`src/rtl/dmem_arbiter_if.sv`:
```
// dmem_arbiter_if: requester C/D handshakes plus the single-port data memory bus
interface dmem_arbiter_if #(parameter int Width = 32);
    logic             c_req, c_we, c_gnt, c_rvalid, c_err;
    logic [Width-1:0] c_addr, c_wdata, c_rdata;
    logic             d_req, d_we, d_gnt, d_rvalid, d_err;
    logic [Width-1:0] d_addr, d_wdata, d_rdata;
    logic             MemRead, MemWrite;
    logic [Width-1:0] mem_addr, mem_wdata, mem_rdata;

    modport slave (
        input  c_req, c_we, c_addr, c_wdata,
        output c_gnt, c_rvalid, c_rdata, c_err,
        input  d_req, d_we, d_addr, d_wdata,
        output d_gnt, d_rvalid, d_rdata, d_err,
        output MemRead, MemWrite, mem_addr, mem_wdata,
        input  mem_rdata
    );

    modport master (
        output c_req, c_we, c_addr, c_wdata,
        input  c_gnt, c_rvalid, c_rdata, c_err,
        output d_req, d_we, d_addr, d_wdata,
        input  d_gnt, d_rvalid, d_rdata, d_err,
        input  MemRead, MemWrite, mem_addr, mem_wdata,
        output mem_rdata
    );
endinterface

```
`src/rtl/dmem_arbiter.sv`:
```
// dmem_arbiter: fixed-priority C/D arbiter with D starvation guard, one memory access per two cycles
module dmem_arbiter #(
    parameter int Width        = 32,
    parameter int DEPTH        = 512,
    parameter int STARVE_LIMIT = 4
) (
    input  logic         clk,
    input  logic         rst_n,
    dmem_arbiter_if.slave bus
);
    typedef enum logic {IDLE, ACCESS} state_t;
    localparam logic [3:0] LIM = 4'(STARVE_LIMIT);

    state_t           r_state;
    logic [3:0]       r_starve_cnt;
    logic             r_sel_d, r_we, r_in_range;
    logic [Width-1:0] r_addr, r_wdata;
    logic             r_c_gnt, r_d_gnt, r_c_rvalid, r_d_rvalid, r_c_err, r_d_err;
    logic [Width-1:0] r_c_rdata, r_d_rdata;
    logic             r_mem_read, r_mem_write;

    logic             w_d_win, w_we, w_in_range;
    logic [Width-1:0] w_addr, w_wdata;

    always_comb begin
        w_d_win    = bus.d_req && (!bus.c_req || r_starve_cnt == LIM);
        w_we       = w_d_win ? bus.d_we    : bus.c_we;
        w_addr     = w_d_win ? bus.d_addr  : bus.c_addr;
        w_wdata    = w_d_win ? bus.d_wdata : bus.c_wdata;
        w_in_range = w_addr < Width'(DEPTH);
    end

    // Strobes are decided at latch time so nothing from req reaches the memory combinationally
    always_ff @(posedge clk or negedge rst_n) begin
        if (!rst_n) begin
            r_state      <= IDLE;
            r_starve_cnt <= '0;
            r_sel_d      <= 1'b0;
            r_we         <= 1'b0;
            r_in_range   <= 1'b0;
            r_addr       <= '0;
            r_wdata      <= '0;
            r_c_gnt      <= 1'b0;
            r_d_gnt      <= 1'b0;
            r_c_rvalid   <= 1'b0;
            r_d_rvalid   <= 1'b0;
            r_c_err      <= 1'b0;
            r_d_err      <= 1'b0;
            r_c_rdata    <= '0;
            r_d_rdata    <= '0;
            r_mem_read   <= 1'b0;
            r_mem_write  <= 1'b0;
        end else begin
            r_c_gnt     <= 1'b0;
            r_d_gnt     <= 1'b0;
            r_c_rvalid  <= 1'b0;
            r_d_rvalid  <= 1'b0;
            r_c_err     <= 1'b0;
            r_d_err     <= 1'b0;
            r_mem_read  <= 1'b0;
            r_mem_write <= 1'b0;
            if (r_state == IDLE) begin
                if (bus.c_req || bus.d_req) begin
                    r_state      <= ACCESS;
                    r_sel_d      <= w_d_win;
                    r_we         <= w_we;
                    r_addr       <= w_addr;
                    r_wdata      <= w_wdata;
                    r_in_range   <= w_in_range;
                    r_c_gnt      <= !w_d_win;
                    r_d_gnt      <= w_d_win;
                    r_mem_read   <= w_in_range && !w_we;
                    r_mem_write  <= w_in_range && w_we;
                    r_starve_cnt <= w_d_win ? 4'd0 :
                                    (bus.d_req && r_starve_cnt != LIM) ? r_starve_cnt + 4'd1 : r_starve_cnt;
                end
            end else begin
                r_state <= IDLE;
                if (r_sel_d) begin
                    r_d_rvalid <= 1'b1;
                    r_d_err    <= !r_in_range;
                    r_d_rdata  <= r_mem_read ? bus.mem_rdata : '0;
                end else begin
                    r_c_rvalid <= 1'b1;
                    r_c_err    <= !r_in_range;
                    r_c_rdata  <= r_mem_read ? bus.mem_rdata : '0;
                end
            end
        end
    end

    assign bus.c_gnt     = r_c_gnt;
    assign bus.d_gnt     = r_d_gnt;
    assign bus.c_rvalid  = r_c_rvalid;
    assign bus.d_rvalid  = r_d_rvalid;
    assign bus.c_err     = r_c_err;
    assign bus.d_err     = r_d_err;
    assign bus.c_rdata   = r_c_rdata;
    assign bus.d_rdata   = r_d_rdata;
    assign bus.MemRead   = r_mem_read;
    assign bus.MemWrite  = r_mem_write;
    assign bus.mem_addr  = r_addr;
    assign bus.mem_wdata = r_wdata;
endmodule

```
`src/flat_wrapper.sv`:
```
// flat-port wrapper written by rule: the top's interface ports become plain ports
module dmem_arbiter_flat 
#(
    parameter int Width        = 32,
    parameter int DEPTH        = 512,
    parameter int STARVE_LIMIT = 4
)
  (clk, rst_n, bus_c_req, bus_c_we, bus_c_addr, bus_c_wdata, bus_c_gnt, bus_c_rvalid, bus_c_rdata, bus_c_err, bus_d_req, bus_d_we, bus_d_addr, bus_d_wdata, bus_d_gnt, bus_d_rvalid, bus_d_rdata, bus_d_err, bus_MemRead, bus_MemWrite, bus_mem_addr, bus_mem_wdata, bus_mem_rdata);
  dmem_arbiter_if #(.Width(Width)) bus_i ();
  input  logic clk;
  input  logic rst_n;
  input wire logic [$bits(bus_i.c_req)-1:0] bus_c_req;
  input wire logic [$bits(bus_i.c_we)-1:0] bus_c_we;
  input wire logic [$bits(bus_i.c_addr)-1:0] bus_c_addr;
  input wire logic [$bits(bus_i.c_wdata)-1:0] bus_c_wdata;
  output wire logic [$bits(bus_i.c_gnt)-1:0] bus_c_gnt;
  output wire logic [$bits(bus_i.c_rvalid)-1:0] bus_c_rvalid;
  output wire logic [$bits(bus_i.c_rdata)-1:0] bus_c_rdata;
  output wire logic [$bits(bus_i.c_err)-1:0] bus_c_err;
  input wire logic [$bits(bus_i.d_req)-1:0] bus_d_req;
  input wire logic [$bits(bus_i.d_we)-1:0] bus_d_we;
  input wire logic [$bits(bus_i.d_addr)-1:0] bus_d_addr;
  input wire logic [$bits(bus_i.d_wdata)-1:0] bus_d_wdata;
  output wire logic [$bits(bus_i.d_gnt)-1:0] bus_d_gnt;
  output wire logic [$bits(bus_i.d_rvalid)-1:0] bus_d_rvalid;
  output wire logic [$bits(bus_i.d_rdata)-1:0] bus_d_rdata;
  output wire logic [$bits(bus_i.d_err)-1:0] bus_d_err;
  output wire logic [$bits(bus_i.MemRead)-1:0] bus_MemRead;
  output wire logic [$bits(bus_i.MemWrite)-1:0] bus_MemWrite;
  output wire logic [$bits(bus_i.mem_addr)-1:0] bus_mem_addr;
  output wire logic [$bits(bus_i.mem_wdata)-1:0] bus_mem_wdata;
  input wire logic [$bits(bus_i.mem_rdata)-1:0] bus_mem_rdata;
  assign bus_i.c_req = bus_c_req;
  assign bus_i.c_we = bus_c_we;
  assign bus_i.c_addr = bus_c_addr;
  assign bus_i.c_wdata = bus_c_wdata;
  assign bus_c_gnt = bus_i.c_gnt;
  assign bus_c_rvalid = bus_i.c_rvalid;
  assign bus_c_rdata = bus_i.c_rdata;
  assign bus_c_err = bus_i.c_err;
  assign bus_i.d_req = bus_d_req;
  assign bus_i.d_we = bus_d_we;
  assign bus_i.d_addr = bus_d_addr;
  assign bus_i.d_wdata = bus_d_wdata;
  assign bus_d_gnt = bus_i.d_gnt;
  assign bus_d_rvalid = bus_i.d_rvalid;
  assign bus_d_rdata = bus_i.d_rdata;
  assign bus_d_err = bus_i.d_err;
  assign bus_MemRead = bus_i.MemRead;
  assign bus_MemWrite = bus_i.MemWrite;
  assign bus_mem_addr = bus_i.mem_addr;
  assign bus_mem_wdata = bus_i.mem_wdata;
  assign bus_i.mem_rdata = bus_mem_rdata;
  dmem_arbiter #(.Width(Width), .DEPTH(DEPTH), .STARVE_LIMIT(STARVE_LIMIT)) u_core (.clk(clk), .rst_n(rst_n), .bus(bus_i));
endmodule
```
`config.mk`:
```
export PLATFORM = sky130hd
export DESIGN_NAME = dmem_arbiter_flat
export DESIGN_NICKNAME = d
export VERILOG_FILES = /design/src/rtl/dmem_arbiter_if.sv /design/src/rtl/dmem_arbiter.sv /design/src/flat_wrapper.sv
export SDC_FILE = /design/constraint.sdc
export NUM_CORES = 1
export LEC_CHECK = 0
export CAP_MARGIN = 0
export CORE_MARGIN = 5
export CORE_UTILIZATION = 40
export DETAILED_ROUTE_END_ITERATION = 8
export GPL_TIMING_DRIVEN = 0
export HOLD_SLACK_MARGIN = 0.08
export PLACE_DENSITY = 0.78
export SYNTH_ARGS = -nofsm -noshare
export SYNTH_HDL_FRONTEND = slang
export SYNTH_SLANG_ARGS = --single-unit
```
`constraint.sdc`:
```
create_clock -name clk -period 1.9 [get_ports clk]
set_input_delay 0.38 -clock clk [delete_from_list [all_inputs] [get_ports clk]]
set_output_delay 0.38 -clock clk [all_outputs]
set_load 0.01 [all_outputs]
```
==> results.toml <==
[global_route]
antenna_found_initial = 0
grt_pass1_vias = 5748
grt_usage_pct = 23.0
grt_max_degree = 88
overflow = 0
grt_pass1_wl_um = 30000

[timing]
period_share_pct = 96.6
skew_ns = 0.00885
fmax_ghz = 0.545
min_period_ns = 1.84
final_max_slew_viol_count = 0
maxSlewHeadroom_pct = 61.6
grt_setup_unrepaired = "yes"
finalHoldViolCount = 0
setup_viol = 0
tns_ns = 0
worst_pin_slew_ns = 0.576

[run]
maxCapViolCount = 0

[min_path]
hp-class = "in2async"

[routing]
route.antenna.remaining_nets = 0
route.vias.total = 5554
remaining_drc_errors = 0
drt_iter0_markers = 487
dr.pass1.iters = 6
wirelength_um = 20100
detail_route.wl_per_cell_um = 18.7
viasPerCell = 5.18

[critical_path]
worst-r2r-setup-slack_ns = 0.06
end_kind = "flip-flop"
startpoint_type = "flip-flop"
arrival_ns = 2.13
crit_type = "reg2reg"
cp_data_required_time_ns = 2.20
rr_worst_depth = 8
crit_fanout = 10
r2r-end = "u_core.bus.mem_wdata[18]$_DFFE_PN0P_"
reg2reg_from = "u_core.r_starve_cnt[1]$_DFFE_PN0P_"

[synth]
synth-edff-count = 0
synth_ff_type = "dfrtp_1"
synth_xor_area_share_pct = 0.302
synth_top_family_by_area = "compound AO/OA/AOI/OAI gates"
syn_area_per_cell_um2 = 10.6
yosys-top-cells-count = "dfrtp_1 (143), nand2_1 (124), o21ai_0 (89)"
netlist.area_leader.share_pct = 61.7
synthesis.nets = 718
synth_fa_ha_area_share_pct = 0.431
yosysUniqueCellTypes = 35
ys_ff_latch = 143
ys_warn_count = 0
syn-cell-area_um2 = 5800
synth_compound_area_share_pct = 15.3
synthMuxAreaShare_pct = 4.16
syn_inst = 550
yosys.area_share.simple_pct = 11.6
async_flop_share_pct = 100
synth.most_common_cell = "dfrtp_1"
yosysTopAreaCell = "dfrtp_1"
synth.yosys.seq_area_share_pct = 61.7
synth_area_leaders = "dfrtp_1 (62%), nand2_1 (8.0%), o21ai_0 (7.7%)"

[clocking]
clock_latency_ns = 0.42
clkTransAtPathRegs_ns = 0.06
h-tree-depth = 4
cts_buffer_depth = 2
cts_inserted_buffers = 17
cts_tree = "done"
root_buffer = "clkbuf_16"
clock_sinks = 143

[floorplan]
die_x_um = 130
die_area_um2 = 17000
row_count = 44
initial_utilization_pct = 40.4
io_pins = 302
die_y_um = 130
core_um2 = 14400

[power]
ir_drop_uv = 587
leakage_nw = 4.36
power.density_nw_per_um2 = 947

[placed_design]
place_congestion = 0.836
port-buffer-count = 301
place_area_um2 = 9080
hpwl_um = 15100

[layout]
nNetsFinal = 1045
syn2layout_area_growth_pct = 69.0
fill_cells = 1082
num_antenna_cells = 0
drive_above_1_share_pct = 7.54
design_area_um2 = 9810

[status]
status = "complete, no violations"
## power breakdown
group	switching [mW]	internal (mW)
sequential	0.204	3.38
clock	1.31	2.24
combinational	0.973	1.18
## sequential cells by signal, summed over array words and instances (netlist names), 4 cells and up
register / cells
u_core.bus.c_rdata: 32
u_core.bus.d_rdata: 32
u_core.bus.mem_addr: 32
u_core.bus.mem_wdata: 32
u_core.r_starve_cnt: 4
## placed cells by master (no fill, tap or decap), types with 7 or more instances in the layout
cell type,instances
nand2_1,123
inv_1,43
o21ai_0,89
dfrtp_1,142
nor4_1,10
clkbuf_1,21
mux2i_1,22
buf_4,7
nor2_1,7
a222oi_1,40
clkbuf_16,18
clkdlybuf4s50_1,300
## cell families (layout without fill, tap and decap cells)
logic type               after synthesis  after routing
XOR/XNOR                               2              2
flip-flops                           143            143
AND/OR/NAND/NOR                      159            159
buffers and inverters                 85            424
AO/OA/AOI/OAI                        135            135
multiplexers                          24             24
adder cells (fa/ha/maj)                2              2
## how the worst max path moves through the flow
stage | slack, ns | start | to | cells past startpoint
after floorplan | 0.14 | u_core.r_starve_cnt[0]$_DFFE_PN0P_ | u_core.bus.mem_addr[1]$_DFFE_PN0P_ | 9
after global placement | -5.28 | rst_n | u_core.bus.mem_wdata[21]$_DFFE_PN0P_ | 1
after detailed placement | -0.35 | bus_c_req | u_core.bus.mem_wdata[18]$_DFFE_PN0P_ | 10
after CTS | -0.02 | u_core.r_starve_cnt[1]$_DFFE_PN0P_ | u_core.bus.mem_wdata[18]$_DFFE_PN0P_ | 9
after global routing | -0.06 | u_core.r_starve_cnt[1]$_DFFE_PN0P_ | u_core.bus.mem_wdata[23]$_DFFE_PN0P_ | 8
final | 0.06 | u_core.r_starve_cnt[1]$_DFFE_PN0P_ | u_core.bus.mem_wdata[18]$_DFFE_PN0P_ | 8
## per-stage QoR
stage	instances	hold WS [ns]	util [%]	worst slack (ns)	total power, mW
final	1073	0.476	68.3	0.0646	9.28
after detailed placement	1036	0.378	63.2	-0.352	5.70
after floorplan	550	0.0844	-	0.144	4.36
after global placement	1035	0.460	63.0	-5.28	5.67
after CTS	1070	0.481	67.7	-0.0204	9.29
after global routing	1073	0.497	68.3	-0.0556	9.69
## repair_timing
action,in CTS,in global routing
setup endpoints to repair,53,68
pin swaps,2,6
hold buffers,1,0
gates resized for setup,3,19
hold endpoints to repair,56,0
gates cloned,0,1
buffers inserted,2,3
## area by class of cell
class	instances	area, µm²	area share, %
Buffer	38	215	2.19
Sequential cell	143	3580	36.5
Clock buffer	19	443	4.52
Multi-Input combinational cell	322	1870	19.1
Tap cell	184	230	2.35
Clock inverter	12	183	1.86
Timing Repair Buffer	309	3110	31.7
Inverter	46	173	1.76
## critical path, stage by stage (launching register included)
cell,delay (ns)
dfrtp_1,0.40
inv_2,0.09
ha_4,0.12
nand3b_1,0.10
a21bo_2,0.27
and2_4,0.19
buf_8,0.15
a222oi_1,0.31
inv_1,0.08
## per-layer routing
metal | up-vias | track usage, % | share of wire (%)
li1 | 2576 | - | -
met1 | 2668 | 26.9 | 38
met2 | 270 | 39.0 | 49
met3 | 40 | 8.33 | 11
met4 | 0 | 8.47 | 2.5
met5 | - | 0 | 0
Power figures use the tool's default switching activity.
